===== src/rtl/spi_regfile_periph_if.sv =====
// SPI pins plus register-file status outputs of the SPI register peripheral.
// The controller side uses master, the peripheral uses slave.
interface spi_regfile_periph_if #(
   parameter int unsigned NUM_REGS = 5,
   parameter int unsigned DATA_W   = 8,
   parameter int unsigned ADDR_W   = 7
) ();
   logic                       SCLK;
   logic                       nCS;
   logic                       COPI;
   logic                       CIPO;
   logic                       cipo_oe;
   logic [NUM_REGS*DATA_W-1:0] regs_out;
   logic                       wr_strobe;
   logic [ADDR_W-1:0]          wr_addr;
   logic                       frame_err;

   modport master (
      output SCLK, nCS, COPI,
      input  CIPO, cipo_oe, regs_out, wr_strobe, wr_addr, frame_err
   );

   modport slave (
      input  SCLK, nCS, COPI,
      output CIPO, cipo_oe, regs_out, wr_strobe, wr_addr, frame_err
   );
endinterface


===== src/rtl/spi_regfile_periph.sv =====
// SPI register-file peripheral: oversampled SPI modes 0-3 with register writes,
// readback on CIPO and frame-length checking, all in the clk domain.
module spi_regfile_periph #(
   parameter int unsigned NUM_REGS = 5,
   parameter int unsigned DATA_W   = 8,
   parameter int unsigned ADDR_W   = 7,
   parameter int unsigned CPOL     = 0,
   parameter int unsigned CPHA     = 0
) (
   input  logic                clk,
   input  logic                rst,
   spi_regfile_periph_if.slave bus
);
   localparam int unsigned FRAME  = 1 + ADDR_W + DATA_W;
   localparam int unsigned CNT_W  = $clog2(FRAME + 2);
   localparam int unsigned REGS_W = NUM_REGS * DATA_W;

   typedef enum logic [1:0] {S_IDLE, S_ADDR, S_DATA, S_DONE} state_e;

   state_e            state_q, state_d;
   logic [2:0]        sclk_sync_q, sclk_sync_d;
   logic [2:0]        ncs_sync_q, ncs_sync_d;
   logic [1:0]        copi_sync_q, copi_sync_d;
   logic [CNT_W-1:0]  cnt_q, cnt_d;
   logic [FRAME-1:0]  rx_q, rx_d;
   logic              rw_q, rw_d;
   logic [ADDR_W-1:0] addr_q, addr_d;
   logic [DATA_W-1:0] tx_q, tx_d;
   logic              cipo_q, cipo_d;
   logic              cipo_oe_q, cipo_oe_d;
   logic [REGS_W-1:0] regs_q, regs_d;
   logic              wr_strobe_q, wr_strobe_d;
   logic [ADDR_W-1:0] wr_addr_q, wr_addr_d;
   logic              frame_err_q, frame_err_d;

   logic              sclk_rise, sclk_fall, lead_edge, trail_edge;
   logic              sample_edge, shift_edge;
   logic              ncs_s, ncs_rise, ncs_fall, copi_s;
   logic [FRAME-1:0]  frame_in;
   logic [DATA_W-1:0] rd_word;

   // Synchronisers and edge classification; [2] is the one-cycle-delayed copy.
   always_comb begin
      sclk_sync_d = {sclk_sync_q[1:0], bus.SCLK};
      ncs_sync_d  = {ncs_sync_q[1:0], bus.nCS};
      copi_sync_d = {copi_sync_q[0], bus.COPI};
      sclk_rise   = sclk_sync_q[1] & ~sclk_sync_q[2];
      sclk_fall   = ~sclk_sync_q[1] & sclk_sync_q[2];
      lead_edge   = (CPOL == 0) ? sclk_rise : sclk_fall;
      trail_edge  = (CPOL == 0) ? sclk_fall : sclk_rise;
      sample_edge = (CPHA == 0) ? lead_edge : trail_edge;
      shift_edge  = (CPHA == 0) ? trail_edge : lead_edge;
      ncs_s       = ncs_sync_q[1];
      ncs_rise    = ncs_sync_q[1] & ~ncs_sync_q[2];
      ncs_fall    = ~ncs_sync_q[1] & ncs_sync_q[2];
      copi_s      = copi_sync_q[1];
   end

   always_comb begin
      state_d     = state_q;
      cnt_d       = cnt_q;
      rx_d        = rx_q;
      rw_d        = rw_q;
      addr_d      = addr_q;
      tx_d        = tx_q;
      cipo_d      = cipo_q;
      cipo_oe_d   = 1'b0;
      regs_d      = regs_q;
      wr_strobe_d = 1'b0;
      wr_addr_d   = wr_addr_q;
      frame_err_d = 1'b0;
      frame_in    = {rx_q[FRAME-2:0], copi_s};
      rd_word     = '0;

      for (int unsigned i = 0; i < NUM_REGS; i++) begin
         if (frame_in[ADDR_W-1:0] == ADDR_W'(i)) rd_word = regs_q[i*DATA_W +: DATA_W];
      end

      // Counting is gated by state so a frame already in progress at reset release is ignored.
      if (ncs_s) begin
         cnt_d = '0;
      end else if (state_q != S_IDLE && sample_edge) begin
         if (cnt_q < CNT_W'(FRAME + 1)) cnt_d = cnt_q + CNT_W'(1);
         if (cnt_q < CNT_W'(FRAME))     rx_d  = frame_in;
      end

      unique case (state_q)
         S_IDLE: begin
            if (ncs_fall) state_d = S_ADDR;
         end
         S_ADDR: begin
            if (!ncs_s && sample_edge && cnt_q == CNT_W'(ADDR_W)) begin
               state_d = S_DATA;
               rw_d    = frame_in[ADDR_W];
               addr_d  = frame_in[ADDR_W-1:0];
               tx_d    = '0;
               if (!frame_in[ADDR_W]) begin
                  // CPHA=0 must present the MSB before the first data sample edge.
                  if (CPHA == 0) begin
                     cipo_d = rd_word[DATA_W-1];
                     tx_d   = {rd_word[DATA_W-2:0], 1'b0};
                  end else begin
                     tx_d   = rd_word;
                  end
               end
            end
         end
         S_DATA: begin
            if (sample_edge && cnt_q == CNT_W'(FRAME - 1)) state_d = S_DONE;
            // With CPHA=0 the shift edge closing the last address bit must not advance data.
            if (shift_edge && !rw_q && (CPHA != 0 || cnt_q > CNT_W'(ADDR_W + 1))) begin
               cipo_d = tx_q[DATA_W-1];
               tx_d   = {tx_q[DATA_W-2:0], 1'b0};
            end
         end
         S_DONE: begin
         end
         default: state_d = S_IDLE;
      endcase

      // Frame end: commit a complete write or flag a bad length.
      if (state_q != S_IDLE && ncs_rise) begin
         state_d = S_IDLE;
         if (cnt_q == CNT_W'(FRAME)) begin
            if (rx_q[FRAME-1]) begin
               for (int unsigned i = 0; i < NUM_REGS; i++) begin
                  if (addr_q == ADDR_W'(i)) begin
                     regs_d[i*DATA_W +: DATA_W] = rx_q[DATA_W-1:0];
                     wr_strobe_d                = 1'b1;
                     wr_addr_d                  = addr_q;
                  end
               end
            end
         end else if (cnt_q != '0) begin
            frame_err_d = 1'b1;
         end
      end

      if (state_d == S_DATA) begin
         cipo_oe_d = ~rw_d;
      end else begin
         cipo_d    = 1'b0;
         cipo_oe_d = 1'b0;
      end
   end

   always_ff @(posedge clk) begin
      if (rst) begin
         state_q     <= S_IDLE;
         sclk_sync_q <= '0;
         ncs_sync_q  <= '0;
         copi_sync_q <= '0;
         cnt_q       <= '0;
         rx_q        <= '0;
         rw_q        <= 1'b0;
         addr_q      <= '0;
         tx_q        <= '0;
         cipo_q      <= 1'b0;
         cipo_oe_q   <= 1'b0;
         regs_q      <= '0;
         wr_strobe_q <= 1'b0;
         wr_addr_q   <= '0;
         frame_err_q <= 1'b0;
      end else begin
         state_q     <= state_d;
         sclk_sync_q <= sclk_sync_d;
         ncs_sync_q  <= ncs_sync_d;
         copi_sync_q <= copi_sync_d;
         cnt_q       <= cnt_d;
         rx_q        <= rx_d;
         rw_q        <= rw_d;
         addr_q      <= addr_d;
         tx_q        <= tx_d;
         cipo_q      <= cipo_d;
         cipo_oe_q   <= cipo_oe_d;
         regs_q      <= regs_d;
         wr_strobe_q <= wr_strobe_d;
         wr_addr_q   <= wr_addr_d;
         frame_err_q <= frame_err_d;
      end
   end

   assign bus.CIPO      = cipo_q;
   assign bus.cipo_oe   = cipo_oe_q;
   assign bus.regs_out  = regs_q;
   assign bus.wr_strobe = wr_strobe_q;
   assign bus.wr_addr   = wr_addr_q;
   assign bus.frame_err = frame_err_q;
endmodule


===== src/flat_wrapper.sv =====
// flat-port wrapper written by rule: the top's interface ports become plain ports
module spi_regfile_periph_flat 
#(
   parameter int unsigned NUM_REGS = 5,
   parameter int unsigned DATA_W   = 8,
   parameter int unsigned ADDR_W   = 7,
   parameter int unsigned CPOL     = 0,
   parameter int unsigned CPHA     = 0
)
  (clk, rst, bus_SCLK, bus_nCS, bus_COPI, bus_CIPO, bus_cipo_oe, bus_regs_out, bus_wr_strobe, bus_wr_addr, bus_frame_err);
  spi_regfile_periph_if #(.NUM_REGS(NUM_REGS), .DATA_W(DATA_W), .ADDR_W(ADDR_W)) bus_i ();
  input  logic clk;
  input  logic rst;
  input wire logic [$bits(bus_i.SCLK)-1:0] bus_SCLK;
  input wire logic [$bits(bus_i.nCS)-1:0] bus_nCS;
  input wire logic [$bits(bus_i.COPI)-1:0] bus_COPI;
  output wire logic [$bits(bus_i.CIPO)-1:0] bus_CIPO;
  output wire logic [$bits(bus_i.cipo_oe)-1:0] bus_cipo_oe;
  output wire logic [$bits(bus_i.regs_out)-1:0] bus_regs_out;
  output wire logic [$bits(bus_i.wr_strobe)-1:0] bus_wr_strobe;
  output wire logic [$bits(bus_i.wr_addr)-1:0] bus_wr_addr;
  output wire logic [$bits(bus_i.frame_err)-1:0] bus_frame_err;
  assign bus_i.SCLK = bus_SCLK;
  assign bus_i.nCS = bus_nCS;
  assign bus_i.COPI = bus_COPI;
  assign bus_CIPO = bus_i.CIPO;
  assign bus_cipo_oe = bus_i.cipo_oe;
  assign bus_regs_out = bus_i.regs_out;
  assign bus_wr_strobe = bus_i.wr_strobe;
  assign bus_wr_addr = bus_i.wr_addr;
  assign bus_frame_err = bus_i.frame_err;
  spi_regfile_periph #(.NUM_REGS(NUM_REGS), .DATA_W(DATA_W), .ADDR_W(ADDR_W), .CPOL(CPOL), .CPHA(CPHA)) u_core (.clk(clk), .rst(rst), .bus(bus_i));
endmodule

===== config.mk =====
export PLATFORM = sky130hd
export DESIGN_NAME = spi_regfile_periph_flat
export DESIGN_NICKNAME = d
export VERILOG_FILES = /design/src/rtl/spi_regfile_periph_if.sv /design/src/rtl/spi_regfile_periph.sv /design/src/flat_wrapper.sv
export SDC_FILE = /design/constraint.sdc
export NUM_CORES = 1
export LEC_CHECK = 0
export BUFFER_PORTS_ARGS = -buffer_cell sky130_fd_sc_hd__buf_2
export CAP_MARGIN = 20
export CORE_MARGIN = 5
export CORE_UTILIZATION = 45
export DETAILED_ROUTE_END_ITERATION = 7
export SYNTH_ARGS = -nofsm -noshare
export SYNTH_HDL_FRONTEND = slang
export SYNTH_SLANG_ARGS = --single-unit
export TNS_END_PERCENT = 10

===== constraint.sdc =====
create_clock -name clk -period 4.97 [get_ports clk]
set_clock_uncertainty 0.2 [all_clocks]
set_input_delay 0.2485 -clock clk [delete_from_list [all_inputs] [get_ports clk]]
set_output_delay 0.2485 -clock clk [all_outputs]
set_load 0.02 [all_outputs]

==> flow_summary.yaml <==
detailed_routing:
  wl_um: 10000
  drc: 0
  dr.first_iter.drc_count: 113
  wire_per_inst_um: 15.7
  vias_per_cell: 5.22
  postRouteAntennaNets: 0
  via_count: 3333
  firstDrtPassIters: 4
placement:
  place_area_um2: 4590
  gp_congestion: 0.851
  io_buffer_count: 55
  hpwl_um: 6780
  dp_slack_ns: 2.01
hold_path:
  hold_class: "input port to register"
yosys:
  synthArstFlopShare_pct: 0
  syn-instance-count: 469
  synthTopCellsByArea: "dfxtp_1, mux2i_1, nand2_1"
  seq_area_frac_synth_pct: 45.5
  synthesis.nets: 482
  synth_area_leader_cell: "dfxtp_1"
  yosysWarnings: 0
  syn_avg_cell_area_um2: 9.10
  synth_ff_type: "dfxtp_1"
  synth_edf_count: 0
  syn-cell-area_um2: 4270
  yosysTopAreaCellShare_pct: 45.5
  ys_types: 53
  ys_ff_latch: 97
power:
  power_density_nw_per_um2: 282
  peakVddDrop_uv: 124
  p_leak_nw: 1.95
timing:
  period_share_pct: 57.2
  setup-tns-final_ns: 0
  layout_min_cycle_time_ns: 2.85
  max-slew-margin-rel_pct: 33.0
  setup_slack_ns: 2.12
  max_freq_ghz: 0.351
  setup_violations: 0
  maxSlewViolCount: 0
  tightestPinTransition_ns: 1.00
  timing.final.hold_violations: 0
  rsz0062_at_grt: "no"
  fin_hold_ws_ns: 0.246
grt:
  grtUsageMet1_pct: 23.5
  grt_antenna_before_repair: 0
  grt_pass1_wl_um: 16500
  grt_pass1_vias: 3234
  grtUsageMet3_pct: 3.18
  grt_usage_pct: 18.0
  grt_util_met2_pct: 29.4
  globalRoute.busiestLayer: "met2"
  grt_max_degree: 56
  overflow: 0
cells_and_area:
  drive_gt1_share_pct: 17.3
  diodes: 0
  layout.nets: 519
  area_delta_synth_final_pct: 12.9
  final_cell_area_um2: 4820
  final_cell_mix: "dfxtp_1, mux2i_1, nand2_1"
  layout_commonest_cell: "dfxtp_1"
critical_path:
  slowest_stage: "nor4bb_2"
  reg2reg_slack_ns: 2.12
  cp_max_fo: 9
  arrival_ns: 2.87
  worstSetupPathType: "register to register"
  crit_required_ns: 4.99
  end_kind: "register"
  cpPeakStageDelay_ns: 0.64
  cp_cell_sequence: "inv_1 -> ha_1 -> nor3b_4 -> nand4_4 -> nor4bb_2 -> buf_4 -> mux2i_1 -> nor2_1"
  start_kind: "register"
cts:
  clock_path_buffers: 2
  cts_max_level: 3
  ctsHoldBuffers: 3
  cts_buffers: 9
  cts.sinks: 97
  cts_resized: 0
  postCtsSetupRepairBufs: 0
  path_clk_slew_ns: 0.09
  clk_latency_ns: 0.36
  cts_tree: "yes"
  root_buffer: "clkbuf_8"
floorplan:
  design.die.area_um2: 11500
  dieHeight_um: 107
  core-area_um2: 9240
  io_pins: 56
  initial_core_util_pct: 46.2
  die_x_um: 107
  num_rows: 35
job:
  maxCapViolations: 0
status:
  status: "finished clean"
## cell families (layout without fill, tap and decap cells)
| logic type | count (synthesis) | in the layout | share of synthesized area (%) |
|---|---|---|---|
| XOR/XNOR | 3 | 3 | 0.616 |
| flip-flops | 97 | 97 | 45.5 |
| multiplexers | 59 | 59 | 13.8 |
| buffers and inverters | 52 | 93 | 5.10 |
| adder cells (fa/ha/maj) | 8 | 8 | 2.35 |
| AND/OR/NAND/NOR | 175 | 175 | 21.4 |
| AO/OA/AOI/OAI | 75 | 75 | 11.2 |
## registers in the layout (all words and copies together) (netlist names), 3 cells and up
name and count:
u_core.addr_q 7, u_core.bus.wr_addr 7, u_core.tx_q 7, u_core.rx_q 16, u_core.ncs_sync_q 3, u_core.bus.regs_out 40
u_core.sclk_sync_q 3, u_core.cnt_q 5
## power breakdown
part | switching, mW | total (mW) | internal (mW)
sequential | 0.00736 | 0.789 | 0.782
combinational | 0.0472 | 0.0705 | 0.0233
clock | 0.269 | 0.498 | 0.229
total | 0.323 | 1.36 | 1.03
## Yosys cell counts (all sizes together) (2+ instances only)
cell type   n
nor2       56
or3         2
nand3       2
nor3b       3
a21oi      33
o211a       5
clkbuf     27
o21ai      15
nand2b      5
nor2b      12
and4b       2
nor4b       6
buf        11
a211oi      6
nor3        7
o22ai       3
inv        14
o31ai       2
or4b        2
and3        2
ha          8
xnor2       3
and2        6
a211o       6
mux2i      59
nor4        5
dfxtp      97
nand2      57
## stage by stage
stage / std cells / util, % / power, mW
floorplan: 469 / - / 0.861
global placement: 619 / 49.6 / 0.875
detailed placement: 619 / 49.6 / 0.876
CTS: 637 / 52.0 / 1.37
global route: 639 / 52.1 / 1.41
finish: 639 / 52.1 / 1.36
## layer usage
metal / wire [µm] / part of all wire [%]
met1: 4790 / 48
met2: 4680 / 47
met3: 357 / 3.6
met4: 207 / 2.1
met5: 0 / 0
## cell type report
type / instances / area, µm²
clock buffers: 10 / 128
clock inverters: 5 / 57.6
fillers: 864 / 4420
inverters: 14 / 52.6
multi-input cells: 320 / 2130
flip-flops and latches: 97 / 1940
well taps: 129 / 161
repair buffers: 64 / 350
## worst max-delay path: cells and delay by family, from the launching register on
family	cells	cell delay, ns
DFF	1	0.38
buffers and inverters	2	0.41
adders and majority gates	1	0.34
and+or+nand+nor	4	1.17
muxes	1	0.20
## worst paths after layout
check / from / endpoint / cells past startpoint
worst min register to register: u_core.copi_sync_q[0]$_SDFF_PP0_ / u_core.copi_sync_q[1]$_SDFF_PP0_ / 1
worst max register to register: u_core.state_q[0]$_SDFF_PP0_ / u_core.bus.regs_out[28]$_SDFFE_PP0P_ / 8
worst max-delay path: u_core.state_q[0]$_SDFF_PP0_ / u_core.bus.regs_out[28]$_SDFFE_PP0P_ / 8
worst min-delay path: rst / u_core.bus.regs_out[37]$_SDFFE_PP0P_ / 2
Note: power is estimated with default switching activity, not from simulation.
